===== src/rtl/glyph_loader_pkg.sv =====
// Shared VGA character-path definitions: glyph geometry, slot index width,
// loader FSM states and the row-to-bit-slice placement helper.
package glyph_loader_pkg;

    localparam int CHAR_W     = 16;
    localparam int CHAR_H     = 16;
    localparam int SEL_W      = 4;
    localparam int GLYPH_BITS = 256;
    localparam int ROW_W      = 4;

    localparam logic [ROW_W-1:0] LAST_ROW = 4'd15;

    typedef enum logic [1:0] {
        ST_IDLE    = 2'd0,
        ST_COLLECT = 2'd1,
        ST_COMMIT  = 2'd2
    } state_e;

    // Row r occupies bits [255-16r -: 16], matching the renderer's decode.
    function automatic logic [7:0] row_msb(input logic [ROW_W-1:0] row);
        return 8'd255 - {row, 4'b0000};
    endfunction

endpackage


===== src/rtl/glyph_loader_if.sv =====
// Row-beat stream from the peripheral bus into the glyph loader.
interface glyph_loader_if;
    import glyph_loader_pkg::*;

    logic             s_valid;
    logic             s_ready;
    logic [SEL_W-1:0] s_sel;
    logic [CHAR_W-1:0] s_row;

    modport master (output s_valid, output s_sel, output s_row, input s_ready);
    modport slave  (input s_valid, input s_sel, input s_row, output s_ready);

endinterface


===== src/rtl/glyph_loader.sv =====
// Assembles sixteen 16-pixel rows into one glyph and commits it to glyph
// memory as a single 256-bit write.
module glyph_loader
    import glyph_loader_pkg::*;
(
    input  logic                  vga_clk,
    input  logic                  rst_n,
    glyph_loader_if.slave         s,
    output logic                  wr_en,
    output logic [SEL_W-1:0]      wr_addr,
    output logic [GLYPH_BITS-1:0] wr_data,
    output logic                  busy,
    output logic                  err
);

    state_e                  state_q, state_d;
    logic [ROW_W-1:0]        row_cnt_q, row_cnt_d;
    logic [SEL_W-1:0]        sel_q, sel_d;
    logic [GLYPH_BITS-1:0]   glyph_q, glyph_d;
    logic                    wr_en_q, wr_en_d;
    logic [SEL_W-1:0]        wr_addr_q, wr_addr_d;
    logic [GLYPH_BITS-1:0]   wr_data_q, wr_data_d;
    logic                    busy_q, busy_d;
    logic                    err_q, err_d;
    logic                    alive_q;
    logic                    accept_s;
    logic [7:0]              row_msb_s;

    // Ready stays low through reset and the first edge after release.
    assign s.s_ready = alive_q & (state_q != ST_COMMIT);
    assign accept_s  = s.s_valid & s.s_ready;
    assign row_msb_s = row_msb(row_cnt_q);

    assign wr_en   = wr_en_q;
    assign wr_addr = wr_addr_q;
    assign wr_data = wr_data_q;
    assign busy    = busy_q;
    assign err     = err_q;

    // Next-state, assembly buffer and registered-output decode.
    always_comb begin
        state_d   = state_q;
        row_cnt_d = row_cnt_q;
        sel_d     = sel_q;
        glyph_d   = glyph_q;
        wr_en_d   = 1'b0;
        wr_addr_d = wr_addr_q;
        wr_data_d = wr_data_q;
        err_d     = 1'b0;
        case (state_q)
            ST_IDLE: begin
                if (accept_s) begin
                    sel_d                          = s.s_sel;
                    glyph_d[GLYPH_BITS-1 -: CHAR_W] = s.s_row;
                    row_cnt_d                      = 4'd1;
                    state_d                        = ST_COLLECT;
                end else begin
                    state_d = ST_IDLE;
                end
            end
            ST_COLLECT: begin
                if (accept_s) begin
                    if (s.s_sel != sel_q) begin
                        // Slot changed mid-glyph: drop the partial, restart at row 0.
                        err_d                          = 1'b1;
                        sel_d                          = s.s_sel;
                        glyph_d[GLYPH_BITS-1 -: CHAR_W] = s.s_row;
                        row_cnt_d                      = 4'd1;
                    end else begin
                        glyph_d[row_msb_s -: CHAR_W] = s.s_row;
                        if (row_cnt_q == LAST_ROW) begin
                            row_cnt_d = 4'd0;
                            state_d   = ST_COMMIT;
                            wr_en_d   = 1'b1;
                            wr_addr_d = sel_q;
                            wr_data_d = glyph_d;
                        end else begin
                            row_cnt_d = row_cnt_q + 4'd1;
                        end
                    end
                end else begin
                    state_d = ST_COLLECT;
                end
            end
            ST_COMMIT: begin
                state_d = ST_IDLE;
            end
            default: begin
                state_d   = ST_IDLE;
                row_cnt_d = 4'd0;
            end
        endcase
        busy_d = (state_d != ST_IDLE);
    end

    // State and output registers.
    always_ff @(posedge vga_clk or negedge rst_n) begin
        if (!rst_n) begin
            state_q   <= ST_IDLE;
            row_cnt_q <= 4'd0;
            sel_q     <= 4'd0;
            glyph_q   <= 256'd0;
            wr_en_q   <= 1'b0;
            wr_addr_q <= 4'd0;
            wr_data_q <= 256'd0;
            busy_q    <= 1'b0;
            err_q     <= 1'b0;
            alive_q   <= 1'b0;
        end else begin
            state_q   <= state_d;
            row_cnt_q <= row_cnt_d;
            sel_q     <= sel_d;
            glyph_q   <= glyph_d;
            wr_en_q   <= wr_en_d;
            wr_addr_q <= wr_addr_d;
            wr_data_q <= wr_data_d;
            busy_q    <= busy_d;
            err_q     <= err_d;
            alive_q   <= 1'b1;
        end
    end

endmodule


===== src/flat_wrapper.sv =====
// flat-port wrapper written by rule: the top's interface ports become plain ports
module glyph_loader_flat import glyph_loader_pkg::*;
  (vga_clk, rst_n, wr_en, wr_addr, wr_data, busy, err, s_s_valid, s_s_sel, s_s_row, s_s_ready);
  glyph_loader_if s_i ();
  input  logic vga_clk;
  input  logic rst_n;
  output logic wr_en;
  output logic [SEL_W-1:0] wr_addr;
  output logic [GLYPH_BITS-1:0] wr_data;
  output logic busy;
  output logic err;
  input wire logic [$bits(s_i.s_valid)-1:0] s_s_valid;
  input wire logic [$bits(s_i.s_sel)-1:0] s_s_sel;
  input wire logic [$bits(s_i.s_row)-1:0] s_s_row;
  output wire logic [$bits(s_i.s_ready)-1:0] s_s_ready;
  assign s_i.s_valid = s_s_valid;
  assign s_i.s_sel = s_s_sel;
  assign s_i.s_row = s_s_row;
  assign s_s_ready = s_i.s_ready;
  glyph_loader u_core (.vga_clk(vga_clk), .rst_n(rst_n), .s(s_i), .wr_en(wr_en), .wr_addr(wr_addr), .wr_data(wr_data), .busy(busy), .err(err));
endmodule

===== config.mk =====
export PLATFORM = sky130hd
export DESIGN_NAME = glyph_loader_flat
export DESIGN_NICKNAME = d
export VERILOG_FILES = /design/src/rtl/glyph_loader_pkg.sv /design/src/rtl/glyph_loader_if.sv /design/src/rtl/glyph_loader.sv /design/src/flat_wrapper.sv
export SDC_FILE = /design/constraint.sdc
export NUM_CORES = 1
export LEC_CHECK = 0
export ABC_CLOCK_PERIOD_IN_PS = 2640
export CAP_MARGIN = 20
export CORE_MARGIN = 4
export CORE_UTILIZATION = 45
export CTS_CLUSTER_DIAMETER = 30
export DETAILED_ROUTE_END_ITERATION = 8
export DONT_BUFFER_PORTS = 1
export PLACE_DENSITY = 0.69
export SETUP_SLACK_MARGIN = 0.4
export SYNTH_ARGS = -nofsm -noshare
export SYNTH_HDL_FRONTEND = slang
export SYNTH_SLANG_ARGS = --single-unit

===== constraint.sdc =====
create_clock -name vga_clk -period 2.64 [get_ports vga_clk]
set_clock_uncertainty 0.15 [all_clocks]
set_input_delay 0.66 -clock vga_clk [delete_from_list [all_inputs] [get_ports vga_clk]]
set_output_delay 0.66 -clock vga_clk [all_outputs]
set_load 0.03 [all_outputs]

Yosys cells after proc, flatten, opt, wreduce, memory -nomap -nowiden
Index checks and enable logic that the tools add are counted.

word-level totals
  flip-flop bits (word level) = 530
  bits of input ports = 23
  output and inout port bits = 264
  word-level logic and storage cells = 63

cells by class
  add/sub/neg operators = 3
  eq/ne operators = 8
  shift operators = 2
  muxes and demuxes = 27
  bitwise gates (word level) = 4
  reduce and logical (&&, ||, !) cells = 8

operators by type and width
  operator                                                                    number
  16-bit by 10-bit variable shift with 271-bit output (first input constant)  1
  16-bit by 10-bit variable part select with 271-bit output                   1
  256-bit bitwise mux                                                         1
  256-bit two-way mux                                                         1
  240-bit two-way mux                                                         1
  16-bit two-way mux                                                          2
  16-bit one-hot mux with 2 select lines                                      1
  4-bit two-way mux                                                           7
  4-bit one-hot mux with 3 select lines                                       1
  8-bit negation with 10-bit output                                           1
  3-bit AND reduction                                                         3
  1-bit two-way mux                                                           8
  4-bit one-hot mux with 2 select lines                                       1
  4-bit AND reduction                                                         2
  8-bit subtractor (first input constant)                                     1
  2-bit two-way mux                                                           3
  2-bit by 1-bit != test with 1-bit output (second input constant)            3
  4-bit by 1-bit adder with 4-bit output (second input constant)              1
  4-bit equality test (second input constant)                                 1
  4-bit != test                                                               1
  2-bit one-hot mux with 2 select lines                                       1
  2-bit nonzero test                                                          2
  1-bit bitwise AND                                                           2
  2-bit by 1-bit equality test with 1-bit output (second input constant)      1
  other kinds (4)                                                             5

Depth between registers and ports, before layout
  depth in word-level cells = 7
  mapped depth = 12
  mapped depth without buffers = 6

Least setup slack after synthesis
Ideal clock, no wire load.

  path type = reg2reg
  start = reg u_core.row_cnt_q[0]
  end = reg u_core.glyph_q[245]
  library setup time = 121 ps
  arrival time = 2357 ps
  data required time = 2369 ps
  slack = 12 ps
  cell stages (with the launch flop) = 12
  buffers on the path = 5
  clock period less this slack = 2628 ps
  path through = dfrtp_1 buf_2 clkbuf_1 buf_2 inv_1 ha_1 or3b_1 buf_2 nor3_2 o31a_4 buf_6 a22o_1

between the ends
  longest elaborated chain between the ends = 7
  elaborated cells between the ends (all ways) = 8
  classes of those cells = 2 x add/sub; 2 x shift; 4 x mux

ends and longest elaborated chain
  what                                                                                                                                     line                    RTL
  start, declared                                                                                                                          glyph_loader.sv:17      logic [ROW_W-1:0] row_cnt_q, row_cnt_d;
  start signal, assigned                                                                                                                   glyph_loader.sv:111     row_cnt_q <= row_cnt_d;
  8-bit subtractor (*)                                                                                                                     glyph_loader_pkg.sv:21  return 8'd255 - {row, 4'b0000};
  8-bit negation with 10-bit output (*)                                                                                                    glyph_loader.sv:70      glyph_d[row_msb_s -: CHAR_W] = s.s_row;
  16-bit by 10-bit variable part select with 271-bit output / 16-bit by 10-bit variable shift with 271-bit output (equally long branches)  glyph_loader.sv:70
  256-bit bitwise mux (*)                                                                                                                  glyph_loader.sv:70
  16-bit two-way mux (*)                                                                                                                   glyph_loader.sv:63      if (s.s_sel != sel_q) begin
  256-bit two-way mux (*)                                                                                                                  glyph_loader.sv:62      if (accept_s) begin
  16-bit one-hot mux with 2 select lines (*)                                                                                               glyph_loader.sv:50      case (state_q)
  end signal, assigned                                                                                                                     glyph_loader.sv:113     glyph_q <= glyph_d;
  end, declared                                                                                                                            glyph_loader.sv:19      logic [GLYPH_BITS-1:0] glyph_q, glyph_d;

Every way passes the cells marked *; elsewhere a longest branch is shown, timed or not. The select of a mux whose other input is x is not followed.
A chain may end at the register's enable or synchronous reset.

Worst setup path in the final report
  start = reg u_core.state_q[1]
  end = out s_s_ready

between the ends
  longest elaborated chain between the ends = 2

ends and longest elaborated chain
  what                    line                 RTL
  start, declared         glyph_loader.sv:16   state_e state_q, state_d;
  start signal, assigned  glyph_loader.sv:110  state_q <= state_d;
  2-bit != test           glyph_loader.sv:30   assign s.s_ready = alive_q & (state_q != ST_COMMIT);
  1-bit bitwise AND       glyph_loader.sv:30
  end, declared           flat_wrapper.sv:15   output wire logic [$bits(s_i.s_ready)-1:0] s_s_ready;

Every way passes these cells.

==> metrics <==
clock transition at the registers of the reported paths=0.05 ns; Gate Count Post-Synth=2,495; fin area=27,800 um2; Lkg Pwr=11.6 nW; Crit. End Element=output pin; Crit path largest cell delay=0.41 ns; pwr dens=854 nW/um2; placed cell areas=23,600 um2; critical path fanouts, max=6; Die Width=235 um; First DRT Iteration DRCs=2,020; total grt overflow=0; GRT Util Overall=0.255; hold slack=-0.415 ns; CTS root buffer=clkbuf_16; vias in the first global route=18,883; Tmin final=2.23 ns; Post-synth EDFFs=0; Post-Syn Area per Cell=9.31 um2; Fmax=0.449 GHz; RSZ-0062 raised after global routing=true; Starting Density=0.459; DR DRC count=0; status=finished, violations left; Setup WS pre-CTS=0.211 ns; Worst Path Required=1.83 ns; 1st-pass router iterations=6; CP cell instances=a21boi_1, buf_4; # fillers=4,312; Worst Hold Class=input port to async pin; Clock Path Buffers=3; DRT Wirelength=74,700 um; Final nets=2,465; fin worst setup slack=0.411 ns; Mapped Area=23,200 um2; Clock Latency Late Sink=0.65 ns; Synth Warn #=0; Worst-Margin Slew=2.98 ns; register area=13,300 um2; first-pass GRT wire length=112,000 um; standard-cell rows=82; multi-input logic area=8950 um2; Final Hold Vio Count=171; initial antenna violation count=1; register area share after synthesis=0.571; period utilisation layout=0.844; height of the chip=235 um; die area=55,300 um2; Slew headroom=-0.990; cts bufs inserted=112; hold_buf cts=19; Layout area overhead=19.8%; failing checks=hold timing, slew limit; Avg WL per Cell=23.3 um; max-cap violations=0; count of final setup violators=0; crit path DAT=1.42 ns; worst vdd ir=0.000590 V; ys flop type=dfrtp_1; largest net degree at the start of global routing=531; startpoint types=register; Crit path buffers/inverters=1; Max stage delay cell, worst path=dfrtp_1; # port buffers=0; max-slew violation count=404; syn nets=2,524; CTS tree=yes; final core occ=0.550; DR vias=19,704; Largest delay share family, worst path=flip-flops; count of cell types in the netlist=48; Ports=287; fraction of registers with async set/reset=1.00; Final ANT Viol Nets=0; WS Path Type=register to output pin; layout cells sized above 1=0.138; Core Box Area=50,600 um2; GPL Wtd Cong=0.810; Setup TNS=0 ns; Sink Count=530; flops & latches, synth=530; vias per cell=6.15; Max H-tree Level=3; DP Wirelength=44,900 um
cell usage after synthesis (all sizes together) (9+ instances only):
cell type | count | area, um2
a21oi | 258 | 1290
a22o | 16 | 140
buf | 48 | 333
clkbuf | 212 | 796
dfrtp | 530 | 13300
nand3 | 9 | 65.1
nand3b | 41 | 345
nand4 | 23 | 201
nand4b | 19 | 166
nor2 | 260 | 976
o21ai | 993 | 4970
or2 | 15 | 93.8
or3b | 19 | 166
routing by layer:
| metal | wire length, um | part of all wire | global-route usage |
|---|---|---|---|
| met5 | 0 | 0 | 0 |
| met4 | 2350 | 0.031 | 0.0883 |
| met1 | 29400 | 0.39 | 0.327 |
| met3 | 7500 | 0.10 | 0.0861 |
| met2 | 35500 | 0.47 | 0.409 |
layout by cell type (no fill, tap or decap), types with 3 or more instances in the layout:
cell           count
nand4_1           18
buf_12             5
dfrtp_2            3
nand4_4            4
or3b_2            16
clkinv_2          18
nand3_1            5
buf_6              7
nand2b_1           4
inv_6             12
buf_4             54
a21oi_1          248
nor2_1           253
inv_1              5
nand2_1            4
nand4b_1          19
clkinv_4           8
bufinv_16         12
o21ai_0          897
clkinvlp_4        17
dlygate4sd3_1     19
clkbuf_1           9
ha_1               5
clkbuf_16        114
nand3b_1          38
mux2_2             8
a22o_1            16
a21oi_2           10
or3b_1             3
nand3b_4           3
clkbuf_8          17
dfrtp_1          526
nand3_2            3
or2_4              3
o21ai_1           94
or2_2              7
or2_1              5
nor2_2             7
logic make-up (layout without fill, tap and decap cells):
| family | Yosys count | in the layout | synth area share |
|---|---|---|---|
| compound gates | 1275 | 1275 | 0.279 |
| xor+xnor | 4 | 4 | 0.00151 |
| fa+ha+maj | 6 | 6 | 0.00323 |
| buf+inv | 268 | 304 | 0.0499 |
| flops | 530 | 530 | 0.571 |
| mux | 8 | 8 | 0.00388 |
| other cells | 1 | 2 | 0.000161 |
| simple gates | 403 | 403 | 0.0913 |
worst paths after layout:
check / start / endpoint / slack, ns / cells after the start
hold reg to reg: u_core.glyph_q[240] / u_core.glyph_q[240] / 0.35 / 1
hold / removal: rst_n / u_core.wr_data[77] / -0.41 / 0
setup reg to reg: u_core.sel_q[1] / u_core.glyph_q[180] / 0.46 / 5
min in group vga_clk: s_s_sel[0] / u_core.sel_q[0] / 0.03 / 1
max in group asynchronous: rst_n / u_core.wr_data[192] / 0.44 / 0
setup / recovery: u_core.state_q[1] / s_s_ready / 0.41 / 2
worst reg2reg max path: stages, from the launching register on:
cell,delay [ns]
dfrtp_1,0.39
xnor2_1,0.29
nand4_4,0.23
buf_12,0.26
or2_2,0.54
o21ai_0,0.24
sequential cells by signal (all words and copies together) (netlist names), 2 cells and up:
signal            flops
u_core.glyph_q      256
u_core.wr_data      256
u_core.row_cnt_q      4
u_core.sel_q          4
u_core.wr_addr        4
u_core.state_q        2
through the flow:
| stage | power, mW | instances |
|---|---|---|
| detailed placement | 9.62 | 2973 |
| finish | 23.8 | 3204 |
| global route | 24.4 | 3203 |
| global placement | 9.58 | 2973 |
| floorplan | 9.28 | 2495 |
| CTS | 23.8 | 3202 |
what timing repair did:
| action | in CTS | in global routing |
|---|---|---|
| setup endpoints to repair | 132 | 283 |
| buffers inserted | 1 | 0 |
| cloned | 0 | 1 |
| pin swaps | 0 | 1 |
| endpoints found under the hold margin | 549 | 530 |
| resized for setup | 8 | 25 |
final cells by class:
class	instances	area share
Inverter	8	0.00117
Clock buffer	139	0.111
Antenna cell	1	0.0000899
Tap cell	672	0.0302
Timing Repair Buffer	87	0.0297
Clock inverter	70	0.0291
Multi-Input combinational cell	1697	0.322
Sequential cell	530	0.477
power breakdown:
group / switching [mW] / internal [mW] / leakage [nW]
clock network: 4.69 / 9.50 / 1.88
registers: 0.110 / 8.32 / 7.34
logic: 0.812 / 0.322 / 2.41
Power figures use the tool's default switching activity.
